### config.mk
export PLATFORM = sky130hd
export DESIGN_NAME = oversampling_edge_detector
export DESIGN_NICKNAME = d
export VERILOG_FILES = /design/src/rtl/oversampling_pkg.sv /design/src/rtl/oversampling_prio_node.sv /design/src/rtl/oversampling_edge_detector.sv
export SDC_FILE = /design/constraint.sdc
export NUM_CORES = 1
export LEC_CHECK = 0
export ABC_AREA = 1
export CAP_MARGIN = 40
export CORE_ASPECT_RATIO = 1.4
export CORE_MARGIN = 1.5
export CORE_UTILIZATION = 26
export CTS_CLUSTER_DIAMETER = 30
export DETAILED_ROUTE_END_ITERATION = 10
export GPL_TIMING_DRIVEN = 0
export PLACE_DENSITY_LB_ADDON = 0.25
export SETUP_SLACK_MARGIN = 0.15
export SLEW_MARGIN = 30
export SYNTH_ARGS = -nofsm -noshare
export SYNTH_HDL_FRONTEND = slang
export SYNTH_SLANG_ARGS = --single-unit
### constraint.sdc
create_clock -name CLK_PARALLEL -period 2.5 [get_ports CLK_PARALLEL]
set_clock_uncertainty 0.15 [all_clocks]
set_input_delay 0.375 -clock CLK_PARALLEL [delete_from_list [all_inputs] [get_ports CLK_PARALLEL]]
set_output_delay 0.375 -clock CLK_PARALLEL [all_outputs]
set_load 0.03 [all_outputs]
### src/rtl/oversampling_pkg.sv
// Shared types and elaboration helpers for the oversampling edge detector.
package oversampling_pkg;

  localparam int MAX_IDX_W       = 8;
  localparam int DEFAULT_TS_BITS = 16;

  typedef struct packed {
    logic                 flag;
    logic [MAX_IDX_W-1:0] index;
  } prio_node_t;

  function automatic bit width_is_legal(int w);
    return (w == 16) || (w == 64) || (w == 256);
  endfunction

  function automatic int clog4(int w);
    int levels;
    int span;
    levels = 0;
    span   = 1;
    while (span < w) begin
      span   = span * 4;
      levels = levels + 1;
    end
    return levels;
  endfunction

  // Start position of tree level lv (1 = leaf groups) in the flat node array.
  function automatic int level_offset(int w, int lv);
    int off;
    off = 0;
    for (int k = 1; k < lv; k++) begin
      off = off + (w >> (2 * k));
    end
    return off;
  endfunction

endpackage

### src/rtl/oversampling_prio_node.sv
// Registered radix-4 priority merge: lowest flagged child wins, its number
// is prefixed to the child's index.
module oversampling_prio_node
  import oversampling_pkg::*;
#(
  parameter int CHILD_IDX_W = 0
) (
  input  logic             CLK_PARALLEL,
  input  logic             RESET_N,
  input  logic             valid,
  input  prio_node_t [3:0] child,
  output prio_node_t       node
);

  logic [1:0]           sel;
  logic                 any;
  logic [MAX_IDX_W-1:0] idx_next;

  always_comb begin
    sel = 2'd0;
    any = 1'b0;
    for (int k = 3; k >= 0; k--) begin
      if (child[k].flag) begin
        sel = 2'(k);
        any = 1'b1;
      end
    end
  end

  assign idx_next = (MAX_IDX_W'(sel) << CHILD_IDX_W) | child[sel].index;

  always_ff @(posedge CLK_PARALLEL or negedge RESET_N) begin
    if (!RESET_N) begin
      node <= '0;
    end else begin
      node.flag  <= valid & any;
      node.index <= idx_next;
    end
  end

endmodule

### src/rtl/oversampling_edge_detector.sv
// First-edge detector for oversampled ISERDES words with a pipelined radix-4
// priority tree. Define OVERSAMPLING_EDGE_COUNT_EN to add EDGE_COUNT/GLITCH.
module oversampling_edge_detector
  import oversampling_pkg::*;
#(
  parameter int WIDTH   = 64,
  parameter int TS_BITS = DEFAULT_TS_BITS,
  parameter int WARMUP  = 2
) (
  input  logic                               CLK_PARALLEL,
  input  logic                               RESET_N,
  input  logic                               CE,
  input  logic [WIDTH-1:0]                   PARALLEL_IN,
  output logic                               EDGE_VALID,
  output logic                               EDGE_RISING,
  output logic [$clog2(WIDTH)-1:0]           EDGE_BIT,
  output logic [TS_BITS+$clog2(WIDTH)-1:0]   EDGE_TIME
`ifdef OVERSAMPLING_EDGE_COUNT_EN
  ,
  output logic [$clog2(WIDTH):0]             EDGE_COUNT,
  output logic                               GLITCH
`endif
);

  localparam int LEVELS = clog4(WIDTH);
  localparam int BIT_W  = $clog2(WIDTH);
  localparam int NODES  = (WIDTH - 1) / 3;

  if (!width_is_legal(WIDTH)) begin : g_bad_width
    $error("oversampling_edge_detector: WIDTH must be 16, 64 or 256");
  end
  if (WARMUP < 1 || WARMUP > 15) begin : g_bad_warmup
    $error("oversampling_edge_detector: WARMUP must be 1..15");
  end

  logic [3:0]         warm_q;
  logic               last_q;
  logic [TS_BITS-1:0] ts_q;
  logic               accept;
  logic [WIDTH-1:0]   diff;
  logic [WIDTH-1:0]   cap_diff;

  // Stage 0 is the capture register; stage s follows tree level s.
  logic [LEVELS:0]    vld_p;
  logic [LEVELS:0]    rise_p;
  logic [TS_BITS-1:0] ts_p [LEVELS+1];

  assign accept = CE && (warm_q == 4'(WARMUP));
  assign diff   = PARALLEL_IN ^ {PARALLEL_IN[WIDTH-2:0], last_q};

  always_ff @(posedge CLK_PARALLEL or negedge RESET_N) begin
    if (!RESET_N) begin
      warm_q <= '0;
      last_q <= 1'b0;
      ts_q   <= '0;
    end else begin
      ts_q <= ts_q + 1'b1;
      if (!CE) begin
        warm_q <= '0;
      end else begin
        if (warm_q != 4'(WARMUP)) begin
          warm_q <= warm_q + 4'd1;
        end
        last_q <= PARALLEL_IN[WIDTH-1];
      end
    end
  end

  always_ff @(posedge CLK_PARALLEL or negedge RESET_N) begin
    if (!RESET_N) begin
      cap_diff <= '0;
      vld_p    <= '0;
      rise_p   <= '0;
      for (int s = 0; s <= LEVELS; s++) begin
        ts_p[s] <= '0;
      end
    end else begin
      cap_diff  <= accept ? diff : '0;
      vld_p[0]  <= accept;
      rise_p[0] <= ~last_q;
      ts_p[0]   <= ts_q;
      for (int s = 1; s <= LEVELS; s++) begin
        vld_p[s]  <= vld_p[s-1];
        rise_p[s] <= rise_p[s-1];
        ts_p[s]   <= ts_p[s-1];
      end
    end
  end

  prio_node_t [WIDTH-1:0] leaf;
  prio_node_t [NODES-1:0] tree;
  prio_node_t             root;

  always_comb begin
    leaf = '0;
    for (int i = 0; i < WIDTH; i++) begin
      leaf[i].flag = cap_diff[i];
    end
  end

  for (genvar lv = 1; lv <= LEVELS; lv++) begin : g_lvl
    localparam int CNT = WIDTH >> (2 * lv);
    localparam int OFF = level_offset(WIDTH, lv);
    for (genvar n = 0; n < CNT; n++) begin : g_node
      prio_node_t [3:0] kids;
      if (lv == 1) begin : g_leaf
        assign kids = leaf[4*n +: 4];
      end else begin : g_inner
        assign kids = tree[level_offset(WIDTH, lv-1) + 4*n +: 4];
      end
      oversampling_prio_node #(
        .CHILD_IDX_W (2 * (lv - 1))
      ) u_node (
        .CLK_PARALLEL (CLK_PARALLEL),
        .RESET_N      (RESET_N),
        .valid        (vld_p[lv-1]),
        .child        (kids),
        .node         (tree[OFF+n])
      );
    end
  end

  logic hit;
  logic unused_root_bits;

  assign root             = tree[NODES-1];
  assign hit              = vld_p[LEVELS] & root.flag;
  assign unused_root_bits = ^root.index;

  assign EDGE_VALID  = hit;
  assign EDGE_RISING = hit & rise_p[LEVELS];
  assign EDGE_BIT    = hit ? root.index[BIT_W-1:0] : '0;
  assign EDGE_TIME   = hit ? {ts_p[LEVELS], root.index[BIT_W-1:0]} : '0;

`ifdef OVERSAMPLING_EDGE_COUNT_EN
  logic [BIT_W:0] cnt_p [1:LEVELS];

  function automatic logic [BIT_W:0] popcount(logic [WIDTH-1:0] v);
    logic [BIT_W:0] c;
    c = '0;
    for (int i = 0; i < WIDTH; i++) begin
      c = c + {{BIT_W{1'b0}}, v[i]};
    end
    return c;
  endfunction

  // cap_diff is already zero for rejected words, so the count needs no gating here.
  always_ff @(posedge CLK_PARALLEL or negedge RESET_N) begin
    if (!RESET_N) begin
      for (int s = 1; s <= LEVELS; s++) begin
        cnt_p[s] <= '0;
      end
    end else begin
      cnt_p[1] <= popcount(cap_diff);
      for (int s = 2; s <= LEVELS; s++) begin
        cnt_p[s] <= cnt_p[s-1];
      end
    end
  end

  assign EDGE_COUNT = hit ? cnt_p[LEVELS] : '0;
  assign GLITCH     = hit && (cnt_p[LEVELS] > 1);
`endif

endmodule

# Yosys cells after proc, flatten, opt, wreduce, memory -nomap -nowiden
# Cells that the tools add are included.
dict set report word_totals {
  reg_bits 344
  latch_bits 0
  ramBits 0
  mem_bits_ro 0
  wordCells 340
  memories 0
}
dict set report classes {
  n_addsub 2
  multipliers 0
  div 0
  order_cmp 21
  n_eq_ne 3
  shift 0
  muxes 215
  n_bitwise 46
  reduce_logical 1
}
# op n
set ops {}
lappend ops {{$bmux 9 s2} 21}
lappend ops {{$mux 2} 84}
lappend ops {{$mux 8} 20}
lappend ops {{$or 2x8->8} 16}
lappend ops {{$mux 1} 84}
lappend ops {{$mux 64} 1}
lappend ops {{$xor 64x64->64} 1}
lappend ops {{$lt 2x3->1 const B} 21}
lappend ops {{$or 4x8->8} 4}
lappend ops {{$and 1x1->1} 23}
lappend ops {{$mux 22} 1}
lappend ops {{$add 16x1->16 const B} 1}
lappend ops {{$mux 6} 2}
lappend ops {{$mux 4} 2}
lappend ops {{$or 6x6->6} 1}
lappend ops {{$add 4x1->4 const B} 1}
lappend ops {{$eq 4x2->1 const B} 1}
lappend ops {{$ne 4x2->1 const B} 1}
lappend ops {{$ne 2x1->1 const B} 1}
lappend ops {{$logic_and 1x1->1} 1}
lappend ops {{$not 1->1} 1}

# Longest topological paths before layout
dict set report depth {
  depth_word 7
  ltp_mapped 7
  depth_no_buf 7
}

# Cells and area by module
# A second synthesis with hierarchy kept.
dict set report unflattened {
  cells_unflattened 2457
  hier_area_um2 18625.4
}
# module instances cells_each area_per_inst_um2 seq_area_each_um2
set modules_own_cells {}
lappend modules_own_cells {oversampling_prio_node 21 96 620.6 225.2}
lappend modules_own_cells {oversampling_edge_detector 1 441 5592.9 3928.8}

# Least setup slack after synthesis
# OpenSTA, ideal clock, no wires.
dict set report synth_timing {
  kind {flip-flop to output port}
  start {register vld_p[3]}
  end {output EDGE_TIME[0]}
  arrival_time_ns 1.332
  slack_ns 0.643
  path_stages_with_launch 5
  path_buffers 2
  path_cell_list {dfrtp_1 -> nand2_1 -> clkbuf_1 -> nor2_1 -> buf_4}
}
dict set report synth_via {
  elab_chain_cells 2
}
# item line
set synth_rtl {}
lappend synth_rtl {{start, declared} oversampling_edge_detector.sv:44} ;# logic [LEVELS:0] vld_p;
lappend synth_rtl {{start signal, assigned by index} oversampling_edge_detector.sv:83} ;# vld_p[s] <= vld_p[s-1];
lappend synth_rtl {{$and 1x1->1} oversampling_edge_detector.sv:127} ;# assign hit = vld_p[LEVELS] & root.flag;
lappend synth_rtl {{$mux 22} oversampling_edge_detector.sv:133} ;# assign EDGE_TIME = hit ? {ts_p[LEVELS], root.index[BIT_W-1:0]} : '0;
lappend synth_rtl {{end, declared} oversampling_edge_detector.sv:17} ;# output logic [TS_BITS+$clog2(WIDTH)-1:0] EDGE_TIME
# No other way between the ends.

# Final worst setup path
dict set report layout_timing {
  start {register vld_p[3]}
  end {output EDGE_RISING}
}
dict set report layout_via {
  elab_chain_cells 2
}
# item line
set layout_rtl {}
lappend layout_rtl {{$and 1x1->1} oversampling_edge_detector.sv:127}
lappend layout_rtl {{$and 1x1->1} oversampling_edge_detector.sv:131} ;# assign EDGE_RISING = hit & rise_p[LEVELS];
lappend layout_rtl {{end, declared} oversampling_edge_detector.sv:15} ;# output logic EDGE_RISING,
# No other way between the ends.

==> flow_metrics.py <==
metrics = {
    "place": {
        "place.gp.congestion": 0.767,
        "portBuffers": 96,
        "post-place-cells": 1363,
        "placed_cell_area_mm2": 0.0103,
        "dp_hpwl_mm": 10.9,
    },
    "sta": {
        "hold_ws_ns": 0.186,
        "setup_viol": 0,
        "max_freq_ghz": 0.441,
        "hold_viol": 0,
        "finalCriticalPeriod_ns": 2.27,
        "rsz0062_at_grt": "yes",
        "drv_slew": 0,
        "fin_setup_tns_ns": 0,
        "relSlewSlack_pct": 56.4,
        "fin_crit_sh_pct": 90.8,
        "tightest_slew_ns": 0.654,
    },
    "layout": {
        "layout.cells.non_filler": 1424,
        "nets": 1027,
        "fill_cells": 3371,
        "seqCellArea_mm2": 0.00581,
        "multiInputGateArea_mm2": 0.00229,
        "stdcell_area_mm2": 0.0114,
        "antennaDiodeCount": 0,
        "drive_gt1_share_pct": 11.1,
        "syn2layout_area_growth_pct": 31.9,
    },
    "yosys": {
        "synthCells": 820,
        "synth-edff-count": 0,
        "ys.flop_type": "dfrtp_1",
        "synth_nets": 890,
        "synth.most_common_cell": "dfrtp_1",
        "yosysSeqAreaShare_pct": 66.9,
        "synth_top_family_by_area": "simple AND/OR/NAND/NOR gates",
        "netlist_area_mm2": 0.00868,
        "yosys_warnings": 0,
        "syn_avg_cell_area_um2": 10.6,
        "yosys.area.top_type": "dfrtp_1",
        "synth_common_cells": "dfrtp_1, nor2_1, inv_1",
        "synthAdderAreaFrac_pct": 0.433,
        "synth_compound_area_share_pct": 2.55,
        "synthArstFlopShare_pct": 100,
        "synthSimpleGateAreaFrac_pct": 15.9,
        "yosys.area.top_type_share_pct": 66.9,
        "ys_top_cells_by_area": "dfrtp_1, xnor2_1, nor2_1",
        "ys_ff_latch": 232,
        "synth-xor-area-share_pct": 7.47,
        "synth_cell_types": 20,
        "synthMuxAreaShare_pct": 0,
    },
    "drt": {
        "drt_drc_violations_left": 0,
        "vias_per_cell": 3.82,
        "ant_nets": 0,
        "wl_per_cell_um": 10.7,
        "vias": 5443,
        "firstDrtPassIters": 4,
        "detail_route.wirelength_mm": 15.3,
        "first_iter_violations": 164,
    },
    "floorplanning": {
        "io_pins": 97,
        "die-height_um": 219,
        "die_w_um": 157,
        "coreArea_mm2": 0.0330,
        "rows": 79,
        "dieArea_mm2": 0.0345,
        "initial_utilization_pct": 26.3,
    },
    "min_path": {
        "min_path_type": "flip-flop to flip-flop",
    },
    "global_routing": {
        "track_usage_pct": 9.45,
        "antenna_found_initial": 0,
        "grt_pass1_wl_mm": 25.7,
        "overflow": 0,
        "grt_start_max_net_pins": 89,
        "grt_pass1_vias": 5635,
    },
    "power_and_ir_drop": {
        "power_uw": 9900,
        "ir_worst_vdd_v": 0.000396,
        "power-per-cell-area_mw_per_mm2": 865,
        "leakage_uw": 0.00552,
    },
    "run": {
        "maxCapViolCount": 0,
    },
    "status": {
        "status": "finished clean",
    },
    "clock_tree": {
        "post-cts-setup-buffers": 0,
        "cts-buffers-inserted": 36,
        "cts.sinks": 232,
        "htree_levels": 2,
        "clockBufferDepth": 3,
        "clock_latency_ns": 0.51,
        "path_clk_slew_ns": 0.05,
        "root_buffer": "clkbuf_16",
        "cts_tree": "done",
    },
    "critical_path": {
        "crit_path_start_kind": "flip-flop",
        "arrival_ns": 1.74,
        "critPathMaxFanout": 6,
        "end_kind": "primary output",
        "required_ns": 1.98,
        "path_class": "flip-flop to primary output",
    },
}
==> critical path: stages, from the launching register on <==
cell and delay, ns:
dfrtp_1 0.33, nand2_2 0.13, nor2_1 0.11, clkdlybuf4s50_1 0.67
==> repair_timing <==
item	CTS	global route
endpoints found under the hold margin	60	0
setup endpoints to repair	30	12
hold buffers	1	0
resized for setup	36	15
gates cloned	0	0
==> layout by cell type, fill, tap and decap left out, types with 5 or more instances in the layout <==
master           synthesis  final
a21oi_1                 33     33
a31oi_1                  5      5
buf_4                    7      7
clkbuf_16                0     37
clkbuf_2                 0      7
clkdlybuf4s50_1          0     66
clkinvlp_4               0      5
dfrtp_1                232    232
dlygate4sd2_1            0     17
inv_1                  128    128
nand2_1                 86     85
nand3_1                 56     56
nor2_1                 138    137
nor2_2                  21     22
nor3_1                  16     16
o21ai_0                  5      5
xnor2_1                 71     71
==> kinds of logic after synthesis <==
group                      Yosys count
buffers and inverters              145
DFF                                232
AOI/OAI and AO/OA                   43
adders and majority gates            3
and+or+nand+nor                    323
xor gates and xnor gates            74
==> through the flow <==
stage	utilization, %	worst slack (ns)
after CTS	34.7	0.106
after detailed placement	31.1	0.165
after global routing	34.7	0.150
after floorplan	-	0.643
after global placement	30.9	-8.75
final	34.7	0.231
==> final timing paths <==
check                               start            to  slack (ns)  cells past startpoint
worst max register to register  warm_q[0]  cap_diff[44]        0.86                      6
worst max-delay path             vld_p[3]   EDGE_RISING        0.23                      3
worst min register to register  rise_p[1]     rise_p[2]        0.19                      0
min in group asynchronous         RESET_N      ts_p[55]        0.25                      2
max in group asynchronous         RESET_N  cap_diff[46]        1.15                      3
worst min-delay path            rise_p[1]     rise_p[2]        0.19                      0
==> power breakdown <==
part           internal [µW]  switching (µW)  total [µW]
clock                   3210            1720        4930
sequential              4020             112        4140
combinational            348             487         835
==> registers in the layout, indices dropped and copies added (netlist names) <==
signal / cells
ts_q: 16
g_lvl.g_node.u_node.node: 75
warm_q: 4
rise_p: 4
last_q: 1
cap_diff: 64
ts_p: 64
vld_p: 4
==> per-layer routing <==
metal | vias up | GRT usage, % | routed length (µm)
met5 | - | 0 | 0
met4 | 0 | 4.84 | 579
met3 | 47 | 2.41 | 691
met2 | 109 | 17.3 | 8140
met1 | 2522 | 9.84 | 5870
li1 | 2765 | - | -
==> cell type report <==
type	instances	area share, %
Buffer	17	0.995
Clock buffer	40	8.45
Clock inverter	20	2.14
Inverter	128	4.20
Multi-Input combinational cell	443	20.0
Sequential cell	232	50.7
Tap cell	445	4.87
Timing Repair Buffer	99	8.62
Power figures use the tool's default switching activity.
